`config.mk`:
```
export PLATFORM = sky130hd
export DESIGN_NAME = passcode_entry_controller_flat
export DESIGN_NICKNAME = d
export VERILOG_FILES = /design/src/rtl/passcode_entry_controller_pkg.sv /design/src/rtl/passcode_entry_controller_if.sv /design/src/rtl/passcode_entry_controller_digit_shifter.sv /design/src/rtl/passcode_entry_controller.sv /design/src/flat_wrapper.sv
export SDC_FILE = /design/constraint.sdc
export NUM_CORES = 1
export LEC_CHECK = 0
export CAP_MARGIN = 20
export CORE_MARGIN = 2
export CORE_UTILIZATION = 47
export CTS_CLUSTER_DIAMETER = 150
export CTS_CLUSTER_SIZE = 28
export DETAILED_ROUTE_END_ITERATION = 8
export PLACE_DENSITY = 0.76
export REMOVE_ABC_BUFFERS = 1
export SLEW_MARGIN = 20
export SYNTH_ARGS = -nofsm -noshare
export SYNTH_HDL_FRONTEND = slang
export SYNTH_HIERARCHICAL = 1
export SYNTH_SLANG_ARGS = --single-unit
```
`constraint.sdc`:
```
create_clock -name Clk -period 1.73 [get_ports Clk]
set_input_delay 0.173 -clock Clk [delete_from_list [all_inputs] [get_ports Clk]]
set_output_delay 0.173 -clock Clk [all_outputs]
set_load 0.005 [all_outputs]
```
`src/rtl/passcode_entry_controller_pkg.sv`:
```
// Shared types and constants for the passcode entry controller.
// State codes, display nibble codes and digit-count sizing.
package passcode_pkg;

    typedef logic [2:0] state_t;

    localparam state_t ENTRY   = 3'd0;
    localparam state_t CHECK   = 3'd1;
    localparam state_t UNLOCK  = 3'd2;
    localparam state_t FAIL    = 3'd3;
    localparam state_t LOCKOUT = 3'd4;

    typedef logic [3:0] nibble_t;

    localparam nibble_t BLANK  = 4'hF;
    localparam nibble_t ACCEPT = 4'hA;
    localparam nibble_t ERROR  = 4'hE;

    localparam int CNT_W = 3;
    typedef logic [CNT_W-1:0] count_t;

endpackage

```
`src/rtl/passcode_entry_controller_if.sv`:
```
// Keypad-side and display-side signals of the passcode controller.
// master drives digits and pulses; slave is the controller.
interface passcode_entry_controller_if;
    import passcode_pkg::*;

    nibble_t    Digit_in;
    logic       Enter;
    logic       Clear;
    logic       Unlocked;
    logic       Locked_out;
    logic [1:0] Tries_left;
    nibble_t    Disp3;
    nibble_t    Disp2;
    nibble_t    Disp1;
    nibble_t    Disp0;

    modport master (
        output Digit_in, Enter, Clear,
        input  Unlocked, Locked_out, Tries_left,
        input  Disp3, Disp2, Disp1, Disp0
    );

    modport slave (
        input  Digit_in, Enter, Clear,
        output Unlocked, Locked_out, Tries_left,
        output Disp3, Disp2, Disp1, Disp0
    );

endinterface

```
`src/rtl/passcode_entry_controller_digit_shifter.sv`:
```
// Four-nibble entry register: shifts digits in from the right,
// counts them, and can be blanked or filled with one constant.
module passcode_digit_shifter
    import passcode_pkg::*;
(
    input  logic             clk,
    input  logic             rst,
    input  logic             clear,
    input  logic             load,
    input  nibble_t          load_val,
    input  logic             shift,
    input  nibble_t          digit,
    output nibble_t [3:0]    disp,
    output count_t           count
);

    always_ff @(posedge clk) begin
        if (rst || clear) begin
            disp  <= {4{BLANK}};
            count <= '0;
        end else if (load) begin
            disp  <= {4{load_val}};
            count <= '0;
        end else if (shift) begin
            disp  <= {disp[2:0], digit};
            count <= count + count_t'(1);
        end
    end

endmodule

```
`src/rtl/passcode_entry_controller.sv`:
```
// Passcode entry FSM: collects four BCD digits, checks them against
// CODE, and runs the unlock / error / lockout timed states.
module passcode_entry_controller
    import passcode_pkg::*;
#(
    parameter logic [15:0] CODE          = 16'h1234,
    parameter int          MAX_TRIES     = 3,
    parameter int          UNLOCK_CYCLES = 8,
    parameter int          FAIL_CYCLES   = 4,
    parameter int          LOCK_CYCLES   = 16
) (
    input  logic                        Clk,
    input  logic                        Rst,
    passcode_entry_controller_if.slave  bus
);

    localparam int T_UF  = (UNLOCK_CYCLES > FAIL_CYCLES) ?
                           UNLOCK_CYCLES : FAIL_CYCLES;
    localparam int T_MAX = (T_UF > LOCK_CYCLES) ? T_UF : LOCK_CYCLES;
    localparam int TW    = $clog2(T_MAX + 1);

    typedef logic [TW-1:0] timer_t;

    generate
        if (UNLOCK_CYCLES < 1 || FAIL_CYCLES < 1 || LOCK_CYCLES < 1) begin : g_bad_cycles
            $error("timed state lengths must be at least 1 cycle");
        end
        if (MAX_TRIES < 1 || MAX_TRIES > 3) begin : g_bad_tries
            $error("MAX_TRIES must be 1..3");
        end
    endgenerate

    localparam logic [1:0] TRIES_FULL = 2'(MAX_TRIES);

    state_t     state, state_nx;
    timer_t     timer, timer_nx;
    logic [1:0] tries, tries_nx;
    logic       unlocked, locked_out;

    logic       sh_clear, sh_load, sh_shift;
    nibble_t    sh_val;
    nibble_t [3:0] disp;
    count_t     count;

    always_comb begin
        state_nx = state;
        timer_nx = timer;
        tries_nx = tries;
        sh_clear = 1'b0;
        sh_load  = 1'b0;
        sh_val   = BLANK;
        sh_shift = 1'b0;
        case (state)
            ENTRY: begin
                if (count == count_t'(4)) begin
                    state_nx = CHECK;
                end else if (bus.Clear) begin
                    sh_clear = 1'b1;
                end else if (bus.Enter && bus.Digit_in <= 4'd9) begin
                    sh_shift = 1'b1;
                end
            end
            CHECK: begin
                sh_load = 1'b1;
                if (disp == CODE) begin
                    state_nx = UNLOCK;
                    timer_nx = timer_t'(UNLOCK_CYCLES - 1);
                    tries_nx = TRIES_FULL;
                    sh_val   = ACCEPT;
                end else if (tries > 2'd1) begin
                    state_nx = FAIL;
                    timer_nx = timer_t'(FAIL_CYCLES - 1);
                    tries_nx = tries - 2'd1;
                    sh_val   = ERROR;
                end else begin
                    state_nx = LOCKOUT;
                    timer_nx = timer_t'(LOCK_CYCLES - 1);
                    tries_nx = 2'd0;
                    sh_val   = ERROR;
                end
            end
            UNLOCK: begin
                if (timer == '0 || bus.Clear) begin
                    state_nx = ENTRY;
                    timer_nx = '0;
                    sh_clear = 1'b1;
                end else begin
                    timer_nx = timer - timer_t'(1);
                end
            end
            FAIL: begin
                if (timer == '0) begin
                    state_nx = ENTRY;
                    sh_clear = 1'b1;
                end else begin
                    timer_nx = timer - timer_t'(1);
                end
            end
            LOCKOUT: begin
                if (timer == '0) begin
                    state_nx = ENTRY;
                    tries_nx = TRIES_FULL;
                    sh_clear = 1'b1;
                end else begin
                    timer_nx = timer - timer_t'(1);
                end
            end
            default: begin
                state_nx = ENTRY;
                timer_nx = '0;
                sh_clear = 1'b1;
            end
        endcase
    end

    // Flags are registered from the next state so they track state exactly.
    always_ff @(posedge Clk) begin
        if (Rst) begin
            state      <= ENTRY;
            timer      <= '0;
            tries      <= TRIES_FULL;
            unlocked   <= 1'b0;
            locked_out <= 1'b0;
        end else begin
            state      <= state_nx;
            timer      <= timer_nx;
            tries      <= tries_nx;
            unlocked   <= (state_nx == UNLOCK);
            locked_out <= (state_nx == LOCKOUT);
        end
    end

    passcode_digit_shifter u_shift (
        .clk      (Clk),
        .rst      (Rst),
        .clear    (sh_clear),
        .load     (sh_load),
        .load_val (sh_val),
        .shift    (sh_shift),
        .digit    (bus.Digit_in),
        .disp     (disp),
        .count    (count)
    );

    assign bus.Unlocked   = unlocked;
    assign bus.Locked_out = locked_out;
    assign bus.Tries_left = tries;
    assign bus.Disp3      = disp[3];
    assign bus.Disp2      = disp[2];
    assign bus.Disp1      = disp[1];
    assign bus.Disp0      = disp[0];

endmodule
```
`src/flat_wrapper.sv`:
```
// flat-port wrapper written by rule: the top's interface ports become plain ports
module passcode_entry_controller_flat import passcode_pkg::*;
#(
    parameter logic [15:0] CODE          = 16'h1234,
    parameter int          MAX_TRIES     = 3,
    parameter int          UNLOCK_CYCLES = 8,
    parameter int          FAIL_CYCLES   = 4,
    parameter int          LOCK_CYCLES   = 16
)
  (Clk, Rst, bus_Digit_in, bus_Enter, bus_Clear, bus_Unlocked, bus_Locked_out, bus_Tries_left, bus_Disp3, bus_Disp2, bus_Disp1, bus_Disp0);
  passcode_entry_controller_if bus_i ();
  input  logic Clk;
  input  logic Rst;
  input wire logic [$bits(bus_i.Digit_in)-1:0] bus_Digit_in;
  input wire logic [$bits(bus_i.Enter)-1:0] bus_Enter;
  input wire logic [$bits(bus_i.Clear)-1:0] bus_Clear;
  output wire logic [$bits(bus_i.Unlocked)-1:0] bus_Unlocked;
  output wire logic [$bits(bus_i.Locked_out)-1:0] bus_Locked_out;
  output wire logic [$bits(bus_i.Tries_left)-1:0] bus_Tries_left;
  output wire logic [$bits(bus_i.Disp3)-1:0] bus_Disp3;
  output wire logic [$bits(bus_i.Disp2)-1:0] bus_Disp2;
  output wire logic [$bits(bus_i.Disp1)-1:0] bus_Disp1;
  output wire logic [$bits(bus_i.Disp0)-1:0] bus_Disp0;
  assign bus_i.Digit_in = bus_Digit_in;
  assign bus_i.Enter = bus_Enter;
  assign bus_i.Clear = bus_Clear;
  assign bus_Unlocked = bus_i.Unlocked;
  assign bus_Locked_out = bus_i.Locked_out;
  assign bus_Tries_left = bus_i.Tries_left;
  assign bus_Disp3 = bus_i.Disp3;
  assign bus_Disp2 = bus_i.Disp2;
  assign bus_Disp1 = bus_i.Disp1;
  assign bus_Disp0 = bus_i.Disp0;
  passcode_entry_controller #(.CODE(CODE), .MAX_TRIES(MAX_TRIES), .UNLOCK_CYCLES(UNLOCK_CYCLES), .FAIL_CYCLES(FAIL_CYCLES), .LOCK_CYCLES(LOCK_CYCLES)) u_core (.Clk(Clk), .Rst(Rst), .bus(bus_i));
endmodule
```
# Yosys cells after proc, flatten, opt, wreduce, memory -nomap -nowiden
# Index checks and enable logic that the tools add are counted.
dict set report word_totals {
  output_inout_bits 20
  rom_bits 0
  latchBits 0
  ram_bits 0
  wordCells 66
  memories 0
  in_bits 8
  ff_bits 31
}
dict set report op_classes {
  n_mul 0
  n_lt_le_gt_ge 2
  n_mux 29
  n_eq_ne 10
  n_reduce_logical 11
  n_shift 0
  addsub 3
  div 0
  bitwise_logic 1
}
# operator n
set ops {}
lappend ops {{2-to-1 mux 16 bit} 2}
lappend ops {{one-hot mux 5 bit (4 select lines)} 1}
lappend ops {{2-to-1 mux 3 bit} 6}
lappend ops {{equality test 16 x 13 -> 1 bit (second input constant)} 1}
lappend ops {{2-to-1 mux 5 bit} 3}
lappend ops {{one-hot mux 3 bit (4 select lines)} 1}
lappend ops {{equality test 3 x 2 -> 1 bit (second input constant)} 3}
lappend ops {{equality test 3 bit (second input constant)} 3}
lappend ops {{2-to-1 mux 1 bit} 9}
lappend ops {{2-to-1 mux 4 bit} 2}
lappend ops {{2-to-1 mux 2 bit} 3}
lappend ops {{zero test 5 bit} 1}
lappend ops {{subtractor 5 x 1 -> 5 bit (second input constant)} 1}
lappend ops {{less-or-equal comparator 4 bit (second input constant)} 1}
lappend ops {{one-hot mux 1 bit (4 select lines)} 1}
lappend ops {{one-hot mux 2 bit (2 select lines)} 1}
lappend ops {{AND reduction 2 bit} 2}
lappend ops {{nonzero test 2 bit} 2}
lappend ops {{OR reduction 2 bit} 2}
lappend ops {{adder 3 x 1 -> 3 bit (second input constant)} 1}
lappend ops {{equality test 3 x 1 -> 1 bit (second input constant)} 1}
lappend ops {{zero test 3 bit} 1}
lappend ops {{greater-than comparator 2 x 1 -> 1 bit (second input constant)} 1}
lappend ops {{logical OR 1 bit} 2}
lappend ops {{5 further kinds} 5}

# Depth between registers and ports, before layout
dict set report logic_depth {
  depth_word 8
  depth_mapped 8
  mapped_depth_nobuf 7
}

# Hierarchy
# The synthesis kept the hierarchy.
# module cells_each area_per_inst_um2 instances seq_area_each_um2
set modules_own_cells {}
lappend modules_own_cells {passcode_entry_controller 118 899.6 1 240.2}
lappend modules_own_cells {passcode_digit_shifter 68 777.0 1 380.4}

# Worst setup path after synthesis
# Ideal clock, no wire load.
dict set report synth_path {
  path_type {register -> register}
  startpoint {register u_core.timer[0]}
  endpoint {register u_core.u_shift.count[2]}
  t_required_ns 1.664
  period_less_slack_ns 1.786
  path_stages_with_launch 9
  path_buffers 1
  t_arrival_ns 1.720
  setup_time_ns 0.066
  setup_slack_ns -0.056
  cell_sequence {dfxtp_1 -> inv_1 -> ha_1 -> nor4b_4 -> buf_6 -> o21ai_1 -> nand3_1 -> or3_4 -> a21oi_2}
}
dict set report synth_between {
  elab_chain_cells 6
  word_cells_on_any_way 7
  classes_between {3 x mux; 4 x reduce/logical}
}
# element line
set synth_rtl {}
lappend synth_rtl {{start: declaration} passcode_entry_controller.sv:36} ;# timer_t timer, timer_nx;
lappend synth_rtl {{start signal: assignment} passcode_entry_controller.sv:126} ;# timer <= timer_nx;
lappend synth_rtl {{zero test 5 bit (*)} {passcode_entry_controller.sv:83, passcode_entry_controller.sv:92, passcode_entry_controller.sv:100}}
lappend synth_rtl {{logical OR 1 bit} passcode_entry_controller.sv:83} ;# if (timer == '0 || bus.Clear) begin
lappend synth_rtl {{2-to-1 mux 1 bit} passcode_entry_controller.sv:83}
lappend synth_rtl {{one-hot mux 1 bit (4 select lines) (*)} passcode_entry_controller.sv:53} ;# case (state)
lappend synth_rtl {{named net u_core.sh_clear} passcode_entry_controller.sv:40} ;# logic sh_clear, sh_load, sh_shift;
lappend synth_rtl {{logical OR 1 bit (*)} passcode_entry_controller_digit_shifter.sv:18} ;# if (rst || clear) begin
lappend synth_rtl {{OR reduction 2 bit (no source line) (*)} -}
lappend synth_rtl {{end signal: assignment} passcode_entry_controller_digit_shifter.sv:26} ;# count <= count + count_t'(1);
lappend synth_rtl {{end: declaration} passcode_entry_controller_digit_shifter.sv:14} ;# output count_t count
# The timed path passes the listed nets; every way through them passes the cells marked *.
# A chain may end at the register's enable or synchronous reset.

# Worst setup path after layout
dict set report layout_path {
  startpoint {register u_core.state[1]}
  endpoint {register u_core/u_shift/disp[2] (netlist name)}
}
dict set report layout_between {
  word_cells_on_any_way 13
  classes_between {4 x eq/ne; 5 x mux; 4 x reduce/logical}
}
# element line
set layout_lines {}
lappend layout_lines {{start: declaration} passcode_entry_controller.sv:35} ;# state_t state, state_nx;
lappend layout_lines {{start signal: assignment} passcode_entry_controller.sv:125} ;# state <= state_nx;
lappend layout_lines {{zero test 3 bit} passcode_entry_controller.sv:53}
lappend layout_lines {{2-to-1 mux 1 bit} passcode_entry_controller.sv:53}
lappend layout_lines {{named net u_core.sh_shift} passcode_entry_controller.sv:40}
lappend layout_lines {{nonzero test 2 bit (no source line)} -}
lappend layout_lines {{end signal: assignment} passcode_entry_controller_digit_shifter.sv:19} ;# disp <= {4{BLANK}};
lappend layout_lines {{end signal: assignment} passcode_entry_controller_digit_shifter.sv:22} ;# disp <= {4{load_val}};
lappend layout_lines {{end signal: assignment} passcode_entry_controller_digit_shifter.sv:25} ;# disp <= {disp[2:0], digit};
lappend layout_lines {{end: declaration} passcode_entry_controller_digit_shifter.sv:13} ;# output nibble_t [3:0] disp,
# The timed path passes the listed nets, and every way through them passes these cells.

==> impl_metrics.csv <==
group,metric,value,unit
status,status,"completed",
yosys,yosys_warnings,6,
layout,fill_cells,258,
die,core,3390,um^2
worst_setup_path,r2r_setup_slack,0.03,ns
sta,skew,0.00727,ns
sta,finalSetupViolCount,0,
grt,grt_max_degree,24,
place,dp_slack,-0.101,ns
worst_setup_path,cp-end-kind,"flip-flop",
route,postRouteWirelength,4.59,mm
yosys,syn_inst,186,
pwr,pwr-share-comb,8.0,%
yosys,ys_ff_latch,31,
route,drtAntennaViolNets,0,
grt,grt_pass1_wl,7.60,mm
clock_tree,cts_hold_buf,0,
route,drtIter0Drc,76,
layout,layoutNonFillerInstCount,289,
layout,drive_gt1_share,28.8,%
yosys,ys_top_cells_by_count,"31 x dfxtp_1, 22 x o21ai_1, 17 x mux2i_1",
layout,num-nets-final,254,
yosys,synth_top_cell_area_share,37.0,%
pwr,p_sw,309,uW
place,portBuffers,27,
worst_setup_path,slowest_delay,0.43,ns
grt,grt_usage,23.7,%
worst_setup_path,cp.arrival,1.91,ns
layout,area_growth_syn_to_layout,39.3,%
place,detailed_place_hpwl,3.23,mm
grt,gr-total-overflow,0,
yosys,synth-edff-count,0,
yosys,yosysTopAreaCell,"dfxtp_1",
route,drc,0,
route,firstDrtPassIters,4,
min_path,whs_path_depth,3,
worst_setup_path,crit-reg2reg-launch,"u_core/state[1]",
clock_tree,clk_pin_slew_worst_paths,0.10,ns
place,post-place-cells,277,
job,drv_cap,0,
clock_tree,clock_path_buffers,2,
sta,fin_ws,0.0293,ns
grt,grt_pass1_vias,1608,
layout,diodes,0,
worst_setup_path,cp.buffers_inverters,1,
clock_tree,worstSkewPairLatency,0.35,ns
die,rows,21,
worst_setup_path,start_kind,"flip-flop",
yosys,syn_area,1680,um^2
clock_tree,tritoncts,"yes",
worst_setup_path,crit_type,"reg2reg",
sta,fmax,588,MHz
sta,drv_slew,0,
worst_setup_path,required,1.94,ns
die,die_area,4060,um^2
worst_setup_path,r2r_end,"u_core/u_shift/disp[2]",
clock_tree,numCtsBuffers,5,
sta,min_period,1.70,ns
pwr,ir_drop,0.435,mV
pwr,swShare,24.5,%
grt,antenna_found_initial,0,
die,start_util,49.5,%
pwr,p_clk_share,35.3,%
clock_tree,htree_levels,2,
route,viasPerCell,5.77,
clock_tree,clock-root-buffer,"clkbuf_4",
clock_tree,cts_sinks,31,
place,gp_congestion,0.888,
min_path,worstHoldStart,"bus_Digit_in[0]",
die,die_w,63.7,um
yosys,synthTopCellsByArea,"dfxtp_1 37%, mux2i_1 10%, o21ai_1 6.6%",
yosys,synthArstFlopShare,0,%
worst_setup_path,ff2ff_path_depth,6,
yosys,synth_top_flop_cell,"dfxtp_1",
worst_setup_path,critical_path.cell_chain,"nor2_1, nand4b_1, nor3_2, buf_12, mux2i_1, o21ai_1",
yosys,yosysSeqAreaShare,37.0,%
sta,finalCritPeriodShare,98.3,%
yosys,synth_cell_types,48,
min_path,hp-class,"in2reg",
die,fp.dieH,63.7,um
yosys,avgSynthCellArea,9.01,um^2
pwr,power.density,540,nW/um^2
sta,fin_tns_setup,0,ns
pwr,intPower,954,uW
yosys,yosysMostFrequentCell,"dfxtp_1",
sta,hold_viol_final,0,
worst_setup_path,path_delay_family,"simple AND/OR/NAND/NOR gates",
worst_setup_path,cp_slowest_cell,"dfxtp_1",
pwr,p_seq_share,56.6,%
pwr,p_leak,0.939,nW
route,detail_route.wl_per_cell,15.9,um
min_path,worstHoldEndpoint,"u_core/u_shift/disp[0]",
route,vias,1667,
die,io_pins,28,
worst_setup_path,cp_max_fo,20,
[cell type report]
class	count	area, um^2	area share (%)
multi-input cells	140	1040	44.6
flip-flops and latches	31	634	27.2
repair buffers	59	523	22.4
well taps	46	57.6	2.46
clock buffers	6	51.3	2.20
inverters	6	22.5	0.964
clock inverters	1	5.00	0.214
[metal layers]
| metal | vias up | global-route usage, % | wire [um] |
|---|---|---|---|
| met1 | 786 | 30.5 | 1900 |
| li1 | 791 | - | - |
| met2 | 74 | 38.6 | 2310 |
| met3 | 16 | 5.00 | 274 |
| met5 | - | 0 | 0 |
| met4 | 0 | 9.78 | 109 |
[tightest hold or removal path, delay by kind of cell]
| family | cells | cell delay [ns] |
|---|---|---|
| compound gates | 1 | 0.07 |
| buf+inv | 1 | 0.41 |
| mux | 1 | 0.16 |
[layout by cell type (no fill, tap or decap), types with 4 or more instances in the layout]
cell type	netlist	layout
clkbuf_4	0	5
o21ai_1	22	21
dfxtp_2	0	5
inv_1	5	4
a21oi_2	3	4
nand2_1	10	10
nor2_1	16	15
clkdlybuf4s50_1	0	27
buf_4	3	31
a21oi_1	11	10
dfxtp_1	31	24
o21ai_0	5	5
mux2i_1	17	17
[worst max-delay path by stage]
stage,start,to,cells after the start
final,u_core/state[1],u_core/u_shift/disp[2],6
after global routing,u_core/state[1],u_core/u_shift/disp[2],6
after CTS,u_core/timer[0],u_core/u_shift/count[0],8
after detailed placement,bus_Digit_in[2],u_core/u_shift/disp[2],7
after global placement,bus_Digit_in[1],u_core/u_shift/disp[10],7
after floorplan,u_core/state[1],u_core/u_shift/disp[0],5
[sequential cells by signal, summed over array words and instances (netlist names)]
name                   flops
u_core/u_shift/disp       16
u_core/timer               5
u_core/state               3
u_core/u_shift/count       3
u_core/bus.Tries_left      2
u_core/bus.Locked_out      1
u_core/bus.Unlocked        1
[cell families after synthesis]
logic type                 after synthesis  synth area share (%)
xor gates and xnor gates                 1                 0.522
and+or+nand+nor                         56                  19.8
AOI/OAI and AO/OA                       60                  24.0
muxes                                   17                  10.1
adders and majority gates                3                  2.24
buffers and inverters                   17                  6.04
DFF                                     31                  37.0
other                                    1                 0.224
[stage by stage]
stage          util, %  power, mW  hold slack, ns  cell area, um^2
2_1_floorplan        -      0.777           0.242             1600
3_3_place_gp      63.6      0.826           0.505             2160
3_5_place_dp      63.6      0.829           0.522             2160
4_1_cts           66.6       1.27           0.499             2260
5_1_grt           68.9       1.30           0.505             2340
6_report          68.9       1.26           0.508             2340
[what timing repair did]
| action | in CTS | in global routing |
|---|---|---|
| gates cloned | 1 | 0 |
| resized for setup | 6 | 15 |
| setup buffers | 1 | 3 |
| setup endpoints to repair | 25 | 28 |
| pin swaps | 1 | 6 |
[power by group through the flow]
stage                     Clock [mW]  Sequential (mW)  Combinational [mW]
final                          0.446            0.715               0.101
after floorplan                    0            0.735              0.0427
after detailed placement           0            0.735              0.0944
after global routing           0.480            0.716               0.109
after global placement             0            0.735              0.0911
after CTS                      0.455            0.718              0.0948
No activity file was read; power rests on OpenSTA's default activity.
